[src/rtl/uc_pkg.sv]
// Shared definitions for the microcontroller core: opcodes, sequencer states
// and the opcode-to-unit one-hot decode used by the instruction sequencer.
package uc_pkg;

  localparam int NUM_UNITS = 7;

  localparam logic [2:0] OP_MOVI = 3'd0;
  localparam logic [2:0] OP_ADD  = 3'd1;
  localparam logic [2:0] OP_SUB  = 3'd2;
  localparam logic [2:0] OP_AND  = 3'd3;
  localparam logic [2:0] OP_OR   = 3'd4;
  localparam logic [2:0] OP_JMP  = 3'd5;
  localparam logic [2:0] OP_OUT  = 3'd6;
  localparam logic [2:0] OP_HALT = 3'd7;

  typedef enum logic [2:0] {
    ST_IDLE,
    ST_FETCH,
    ST_DECODE,
    ST_DISPATCH,
    ST_WAIT,
    ST_ADVANCE,
    ST_HALT,
    ST_FAULT
  } seq_state_t;

  // OP_HALT has no execution unit, so it maps to an all-zero mask.
  function automatic logic [NUM_UNITS-1:0] unit_onehot(input logic [2:0] op);
    logic [NUM_UNITS-1:0] mask;
    mask = '0;
    for (int i = 0; i < NUM_UNITS; i++) begin
      if (op == 3'(i)) mask[i] = 1'b1;
    end
    return mask;
  endfunction

endpackage

[src/rtl/seq_watchdog.sv]
// Watchdog for the instruction sequencer: counts WAIT cycles without done and
// flags the cycle on which the count would reach TIMEOUT_CYCLES.
module seq_watchdog #(
  parameter int TIMEOUT_CYCLES = 15
) (
  input  logic clk,
  input  logic reset,
  input  logic clear,
  input  logic enable,
  output logic expired
);

  logic [7:0] count;

  always_ff @(posedge clk) begin
    if (reset || clear) begin
      count <= 8'd0;
    end else if (enable && (count != 8'hFF)) begin
      count <= count + 8'd1;
    end
  end

  // Expiry is judged on the cycle being counted, so the FSM can leave WAIT
  // on the same edge that would have made the count equal TIMEOUT_CYCLES.
  assign expired = enable && (({1'b0, count} + 9'd1) == 9'(TIMEOUT_CYCLES));

endmodule

[src/rtl/instr_sequencer.sv]
// Top-level instruction sequencer: fetches and decodes one instruction word,
// dispatches exactly one execution unit and owns the program counter.
module instr_sequencer
  import uc_pkg::*;
#(
  parameter int PC_WIDTH       = 8,
  parameter int INSTR_WIDTH    = 16,
  parameter int TIMEOUT_CYCLES = 15
) (
  input  logic                   clk,
  input  logic                   reset,
  input  logic                   run,
  input  logic [INSTR_WIDTH-1:0] instr_data,
  output logic [PC_WIDTH-1:0]    pc,
  output logic [INSTR_WIDTH-1:0] ir,
  output logic [NUM_UNITS-1:0]   unit_start,
  input  logic [NUM_UNITS-1:0]   unit_done,
  input  logic [NUM_UNITS-1:0]   unit_pc_inc,
  output logic                   busy,
  output logic                   halted,
  output logic                   fault
);

  localparam logic [PC_WIDTH-1:0] PC_ONE = PC_WIDTH'(1);

  seq_state_t state, next_state;

  logic [NUM_UNITS-1:0] active_mask;
  logic [NUM_UNITS-1:0] decode_mask;
  logic [2:0]           opcode;
  logic                 active_done;
  logic                 active_pc_inc;
  logic                 wd_clear;
  logic                 wd_enable;
  logic                 wd_expired;

  assign opcode        = instr_data[INSTR_WIDTH-1 -: 3];
  assign decode_mask   = unit_onehot(opcode);
  assign active_done   = |(unit_done & active_mask);
  assign active_pc_inc = |(unit_pc_inc & active_mask);

  seq_watchdog #(
    .TIMEOUT_CYCLES(TIMEOUT_CYCLES)
  ) u_watchdog (
    .clk    (clk),
    .reset  (reset),
    .clear  (wd_clear),
    .enable (wd_enable),
    .expired(wd_expired)
  );

  always_comb begin
    next_state = state;
    wd_clear   = 1'b0;
    wd_enable  = 1'b0;
    case (state)
      ST_IDLE:     if (run) next_state = ST_FETCH;
      ST_FETCH:    next_state = ST_DECODE;
      ST_DECODE:   next_state = (opcode == OP_HALT) ? ST_HALT : ST_DISPATCH;
      ST_DISPATCH: begin
        wd_clear   = 1'b1;
        next_state = ST_WAIT;
      end
      ST_WAIT: begin
        if (active_done) begin
          next_state = ST_ADVANCE;
        end else begin
          wd_enable = 1'b1;
          if (wd_expired) next_state = ST_FAULT;
        end
      end
      ST_ADVANCE:  next_state = run ? ST_FETCH : ST_IDLE;
      ST_HALT:     next_state = ST_HALT;
      ST_FAULT:    next_state = ST_FAULT;
      default:     next_state = ST_IDLE;
    endcase
  end

  // unit_start is loaded on the DECODE->DISPATCH edge so it is high exactly
  // while the FSM sits in DISPATCH.
  always_ff @(posedge clk) begin
    if (reset) begin
      state       <= ST_IDLE;
      pc          <= '0;
      ir          <= '0;
      unit_start  <= '0;
      active_mask <= '0;
    end else begin
      state      <= next_state;
      unit_start <= '0;
      case (state)
        ST_DECODE: begin
          ir <= instr_data;
          if (next_state == ST_DISPATCH) begin
            active_mask <= decode_mask;
            unit_start  <= decode_mask;
          end
        end
        ST_WAIT:    if (active_pc_inc) pc <= pc + PC_ONE;
        ST_ADVANCE: pc <= pc + PC_ONE;
        default:    ;
      endcase
    end
  end

  // HALT and FAULT are absorbing, so the state register already holds them sticky.
  assign busy   = (state != ST_IDLE) && (state != ST_HALT) && (state != ST_FAULT);
  assign halted = (state == ST_HALT);
  assign fault  = (state == ST_FAULT);

endmodule
[config.mk]
export PLATFORM = sky130hd
export DESIGN_NAME = instr_sequencer
export DESIGN_NICKNAME = d
export VERILOG_FILES = /design/src/rtl/uc_pkg.sv /design/src/rtl/seq_watchdog.sv /design/src/rtl/instr_sequencer.sv
export SDC_FILE = /design/constraint.sdc
export NUM_CORES = 1
export LEC_CHECK = 0
export ABC_AREA = 1
export CAP_MARGIN = 20
export CORE_ASPECT_RATIO = 0.8
export CORE_MARGIN = 4
export CORE_UTILIZATION = 45
export DETAILED_ROUTE_END_ITERATION = 12
export PLACE_DENSITY = 0.76
export SETUP_SLACK_MARGIN = 0.2
export SLEW_MARGIN = 15
export SYNTH_ARGS = -nofsm -noshare
export SYNTH_HDL_FRONTEND = slang
export SYNTH_SLANG_ARGS = --single-unit
[constraint.sdc]
create_clock -name clk -period 2.9 [get_ports clk]
set_clock_uncertainty 0.05 [all_clocks]
set_input_delay 0.87 -clock clk [delete_from_list [all_inputs] [get_ports clk]]
set_output_delay 0.87 -clock clk [all_outputs]
set_load 0.05 [all_outputs]
==> results.md, run 1 <==
* Vias/cell at around 4.9
* Fin. Hold Viols at 0
* Worst path slowest cell: clkdlybuf4s50_1
* DR WL/cell at between 10 and 15 um
* Final worst setup slack at 0.3508 ns
* Die X at between 80 and 90 um
* # placed instances at roughly 400
* Footprint of the multi-input gates at between 0.001 and 0.0015 mm^2
* Core area at roughly 0.0046 mm^2
* CTS tree: built
* Worst skew pair latency at 0.29 ns
* Cell area after synthesis at around 0.0022 mm^2
* Fillers at around 420
* Status: finished, final reports clean
* Worst-path fanout max at 9
* Root Buffer: clkbuf_8
* Fin cells at roughly 420
* H-tree Lvls at 2
* Postcts setup bufs at 0
* DRT iter0 DRCs at 77
* Post-route ant nets at 0
* Pin count of the biggest net entering global routing at 21
* Power per Cell Area at 811.8 mW/mm^2
* Share of layout cells above drive strength 1 at 0.1036
* Max-Cap Viols at 0
* WL final at 5127 um
* DR pass1 iterations at 4
* Number of I/O pins at between 60 and 70
* Critical Path RT at around 2.0 ns
* Clock transition at path regs at ~0.090 ns
* Final setup fails at 0
* Slew Viols, Final at 0
* Die height at 69.91 um
* Relative slew slack at 0.6353
* Worst min-delay path category: reg -> reg
* Leak at ~1.2 nW
* Worst EP arrival at roughly 1.6 ns
* Syn avg cell area at between 7 and 8 um^2
* # diodes at 0
* Layout Nets at just under 400
* Synth warnings at 0
* CP Launch Type: flop
* Port-buffer cells at 66
* Synth cell types at 31
* Placed inst area at 0.002888 mm^2
* Sequential area share after synthesis at 0.4550
* Vias in the first global route at 1940
* Antenna violations before repair at 0
* Post-Syn Nets at roughly 320
* Area growth syn-to-layout at 38.07%
* Met2 wire length at 2388 um
* Row count at 22
* Setup TNS Final at 0 ns
* Gr ovfl total at 0
* Worst VDD drop at 501.4 uV
* WP buf/inv at 1
* Aggregate global-route resource usage at 0.1800
* Synth Register Bits at 49
* DR DRC count at 0
* CTS max path bufs at 2
* M1 wire length at roughly 2400 um
* Post-route cell area at approximately 0.003 mm^2
* F_max at slightly below 400 MHz
* Top Family by Delay on Critical Path: buffers and inverters
* DIE AREA at 0.005969 mm^2
* Slowest Stage Delay on Critical Path at ~0.86 ns
* Via Count at around 2000
* DR top layer: met4
* Register Area at 980.9 um^2
* RSZ-0062 raised after global routing: no
* Syn Inst Count at about 290
* TritonCTS Buffers at 5
* GPL Wtd Cong at around 0.76
* Place WS at ~0.42 ns
* Hpwl dp at slightly above 4000 um
* Worst-Margin Slew at approximately 0.55 ns
* Fin crit period at roughly 2.5 ns
* CP Cell Sequence: clkdlybuf4s50_1
* Initial core utilization at 0.4690
* Post-layout util at 0.6475
* First-pass GRT wire length at between 8000 and 9000 um
* Met3 wire length at 256 um
* Fin crit share at 0.8790
* Crit Path Category: reg -> out
* Sink Count at 49
* CP endpoint kind: primary output
cell type report:
cell class / count / area share
well taps: 60 / 0.02522
clock buffers: 6 / 0.02774
repair buffers: 70 / 0.2299
flip-flops and latches: 49 / 0.3296
inverters: 28 / 0.03615
multi-input cells: 203 / 0.3489
clock inverters: 1 / 0.002522
power by group:
part           internal, mW  total (mW)  switching (mW)
combinational         0.360        1.10           0.743
clock                 0.189       0.406           0.217
sequential            0.811       0.907          0.0969
Yosys cell counts:
cell type,instances,area share
nor3_1,7,0.016
nor3_4,1,0.0075
nand3_1,9,0.021
nor2_1,51,0.089
nor2_2,8,0.023
a21oi_1,17,0.039
inv_2,4,0.0070
nor2_4,2,0.010
o21ai_0,30,0.070
inv_4,1,0.0029
nand3b_1,2,0.0070
nand3_2,1,0.0046
nand3b_2,1,0.0052
nor2_8,1,0.0093
clkbuf_1,5,0.0087
dfxtp_1,49,0.46
nor3_2,2,0.0093
a31o_1,6,0.024
xor2_1,1,0.0041
ha_1,3,0.017
buf_2,1,0.0023
nand2_2,2,0.0058
nand2_4,1,0.0052
a211oi_1,1,0.0035
o21ai_1,2,0.0046
nand2_1,48,0.084
clkbuf_2,1,0.0023
a31oi_1,1,0.0029
nand4_1,5,0.015
inv_1,23,0.040
xnor2_1,1,0.0041
state kept, by name (all words and copies together) (netlist names):
register          count
state                 3
unit_start            7
u_watchdog.count      8
ir                   16
pc                    8
active_mask           7
cell families after synthesis:
group                    Yosys count  share of synthesized area
AND/OR/NAND/NOR                  141                     0.3117
AO/OA/AOI/OAI                     57                     0.1445
XOR/XNOR                           2                   0.008127
buffers and inverters             35                    0.06326
adder cells (fa/ha/maj)            3                    0.01741
flip-flops                        49                     0.4550
final timing paths:
| kind | end | depth (start not counted) | start | slack [ns] |
|---|---|---|---|---|
| setup reg to reg | active_mask[4] | 10 | state[1] | 1.07 |
| hold reg to reg | pc[5] | 2 | pc[5] | 0.43 |
| hold / removal | pc[5] | 2 | pc[5] | 0.43 |
| setup / recovery | pc[3] | 1 | pc[3] | 0.35 |
cells in the final DEF, fill, tap and decap left out, drive strengths merged, types with 3 or more instances in the layout:
cell,n
nand2,51
a21oi,17
dfxtp,49
clkbuf,6
nor2,62
nand3,10
clkdlybuf4s50,63
o21ai,32
inv,28
nor3,10
buf,6
nand4,5
nand3b,3
ha,3
a31o,6
routing by layer:
| layer | vias up | GRT usage |
|---|---|---|
| li1 | 1076 | - |
| met1 | 931 | 0.2396 |
| met2 | 44 | 0.2914 |
| met5 | - | 0 |
| met3 | 4 | 0.04245 |
| met4 | 0 | 0.04921 |
per-stage QoR:
| stage | power [mW] | hold WS (ns) |
|---|---|---|
| after floorplan | 1.669 | 0.4180 |
| after global placement | 2.023 | 0.4171 |
| after detailed placement | 2.034 | 0.4226 |
| after CTS | 2.441 | 0.4356 |
| after global routing | 2.567 | 0.4655 |
| final | 2.417 | 0.4340 |
repair_timing:
action                                  CTS  global route
endpoints found under the setup margin    1             0
hold buffers                              0             0
resized for setup                         1             0
hold endpoints to repair                  0             0
No activity file was read; power rests on OpenSTA's default activity.
==> inputs of run 2 (changes only) <==
- CORE_MARGIN: 4 -> not set
- CTS_CLUSTER_DIAMETER: not set -> 30
- RECOVER_POWER: not set -> 25
==> run 2 against run 1 <==
Against the previous run:
- cell count decreased by 0.48%
- clock power decreased by 1%
- critical path type unchanged
- critical path depth unchanged
- final area decreased by 0.80%
- utilization decreased by 0.52 points
==> results.md, run 2 (synthesis gave the netlist of run 1 again) <==
* Slowest Stage Delay on Critical Path at roughly 0.85 ns
* Most flops, register: ir
* Antenna violations before repair at 0
* RSZ-0062 raised after global routing: no
* WL final at between 4000 and 5000 um
* DRT iter0 DRCs at 110
* Fin cells at between 400 and 500
* Layout Nets at 391
* Gr ovfl total at 0
* Fillers at around 400
* Worst min-delay path category: reg -> reg
* # placed instances at 408
* Footprint of the multi-input gates at slightly above 0.001 mm^2
* Power per Cell Area at around 800 mW/mm^2
* CP Launch Type: flop
* First-pass GRT wire length at between 8000 and 9000 um
* F_max at around 400 MHz
* Clock transition at path regs at roughly 0.090 ns
* Post-layout util at 0.6424
* Fin crit period at around 2.5 ns
* Setup TNS Final at 0 ns
* Worst skew pair latency at 0.29 ns
* Die height at ~64 um
* Root Buffer: clkbuf_8
* Share of layout cells above drive strength 1 at 0.09296
* Hold-fix buffers, CTS at 0
* Most frequent cells in the layout: 61 x clkdlybuf4s50_1, 52 x nor2_1, 49 x dfxtp_1
* Fin. Hold Viols at 0
* Worst EP arrival at 1.63 ns
* Worst-path fanout max at 9
* Crit Path Category: reg -> out
* WP buf/inv at 1
* Status: finished, final reports clean
* Hpwl dp at 3769 um
* Area growth syn-to-layout at 36.97%
* Relative slew slack at 0.6143
* Row count at 22
* Max reg flops at 16
* Worst path slowest cell: clkdlybuf4s50_1
* Sink Count at 49
* Critical Path RT at 1.98 ns
* Leak at approximately 1.2 nW
* Biggest regs: ir: 16 flops, pc: 8 flops, u_watchdog.count: 8 flops
* Initial core utilization at 0.4690
* Worst VDD drop at roughly 630 uV
* Worst-Margin Slew at 0.5785 ns
* Number of I/O pins at 67
* Core area at ~0.0046 mm^2
* Pin count of the biggest net entering global routing at 33
* Post-route ant nets at 0
* DIE AREA at 0.005073 mm^2
* Port-buffer cells at 66
* Final setup fails at 0
* Commonest non-fill, non-tap cell in the layout: clkdlybuf4s50_1
* Via Count at 2060
* DR DRC count at 0
* # diodes at 0
* Vias in the first global route at approximately 1800
* CTS max path bufs at 2
* Register Area at ~1000 um^2
* DR pass1 iterations at 4
* CP endpoint kind: primary output
* CTS tree: built
* Slew Viols, Final at 0
* Top Family by Delay on Critical Path: buffers and inverters
* CP Cell Sequence: clkdlybuf4s50_1
* DR WL/cell at about 12 um
* Postcts setup bufs at 0
* TritonCTS Buffers at 5
* H-tree Lvls at 2
* Aggregate global-route resource usage at 0.2048
* Vias/cell at 4.964
* Max-Cap Viols at 0
* Reg2Reg Setup Slack at approximately 0.96 ns
* Total Power at 2.393 mW
* Die X at 79.39 um
* Fin crit share at 0.8789
* GPL Wtd Cong at between 0.8 and 0.9
-- run 2: final timing paths --
path                  from              to  depth (start not counted)
setup reg to reg  state[1]  active_mask[6]                         10
hold / removal       pc[5]           pc[5]                          2
setup / recovery     pc[3]           pc[3]                          1
hold reg to reg      pc[5]           pc[5]                          2
-- run 2: layer usage --
| metal | track usage | vias up | wire length (um) |
|---|---|---|---|
| met1 | 0.2710 | 940 | 2284 |
| li1 | - | 1068 | - |
| met5 | 0 | - | 0 |
| met3 | 0.05000 | 4 | 234 |
| met2 | 0.3319 | 48 | 2294 |
| met4 | 0.05455 | 0 | 36 |
-- run 2: what timing repair did --
action | CTS | global route
endpoints found under the setup margin | 2 | 0
resized for setup | 2 | 0
hold endpoints to repair | 0 | 0
-- run 2: worst min-delay path, stage by stage, from the launching register on --
cell	delay, ns
dfxtp_1	0.33
inv_1	0.07
a21oi_1	0.06
-- run 2: area by class of cell --
class / instances / share of cell area
clock buffers: 6 / 0.02797
multi-input cells: 203 / 0.3492
well taps: 60 / 0.02542
clock inverters: 1 / 0.002542
inverters: 28 / 0.03644
repair buffers: 68 / 0.2263
flip-flops and latches: 49 / 0.3322
-- run 2: power by group --
part | total, mW | leakage, nW | internal, mW | switching [mW]
logic | 1.08 | 0.730 | 0.351 | 0.732
registers | 0.908 | 0.398 | 0.811 | 0.0975
clock network | 0.402 | 0.0433 | 0.189 | 0.214
-- run 2: stage by stage --
stage	hold slack [ns]	area (um^2)	worst slack (ns)
finish	0.4472	2953	0.3513
global route	0.4842	2953	0.2469
CTS	0.4467	2975	0.3380
detailed placement	0.4315	2888	0.4188
global placement	0.4283	2888	0.3843
floorplan	0.4180	2156	0.3929
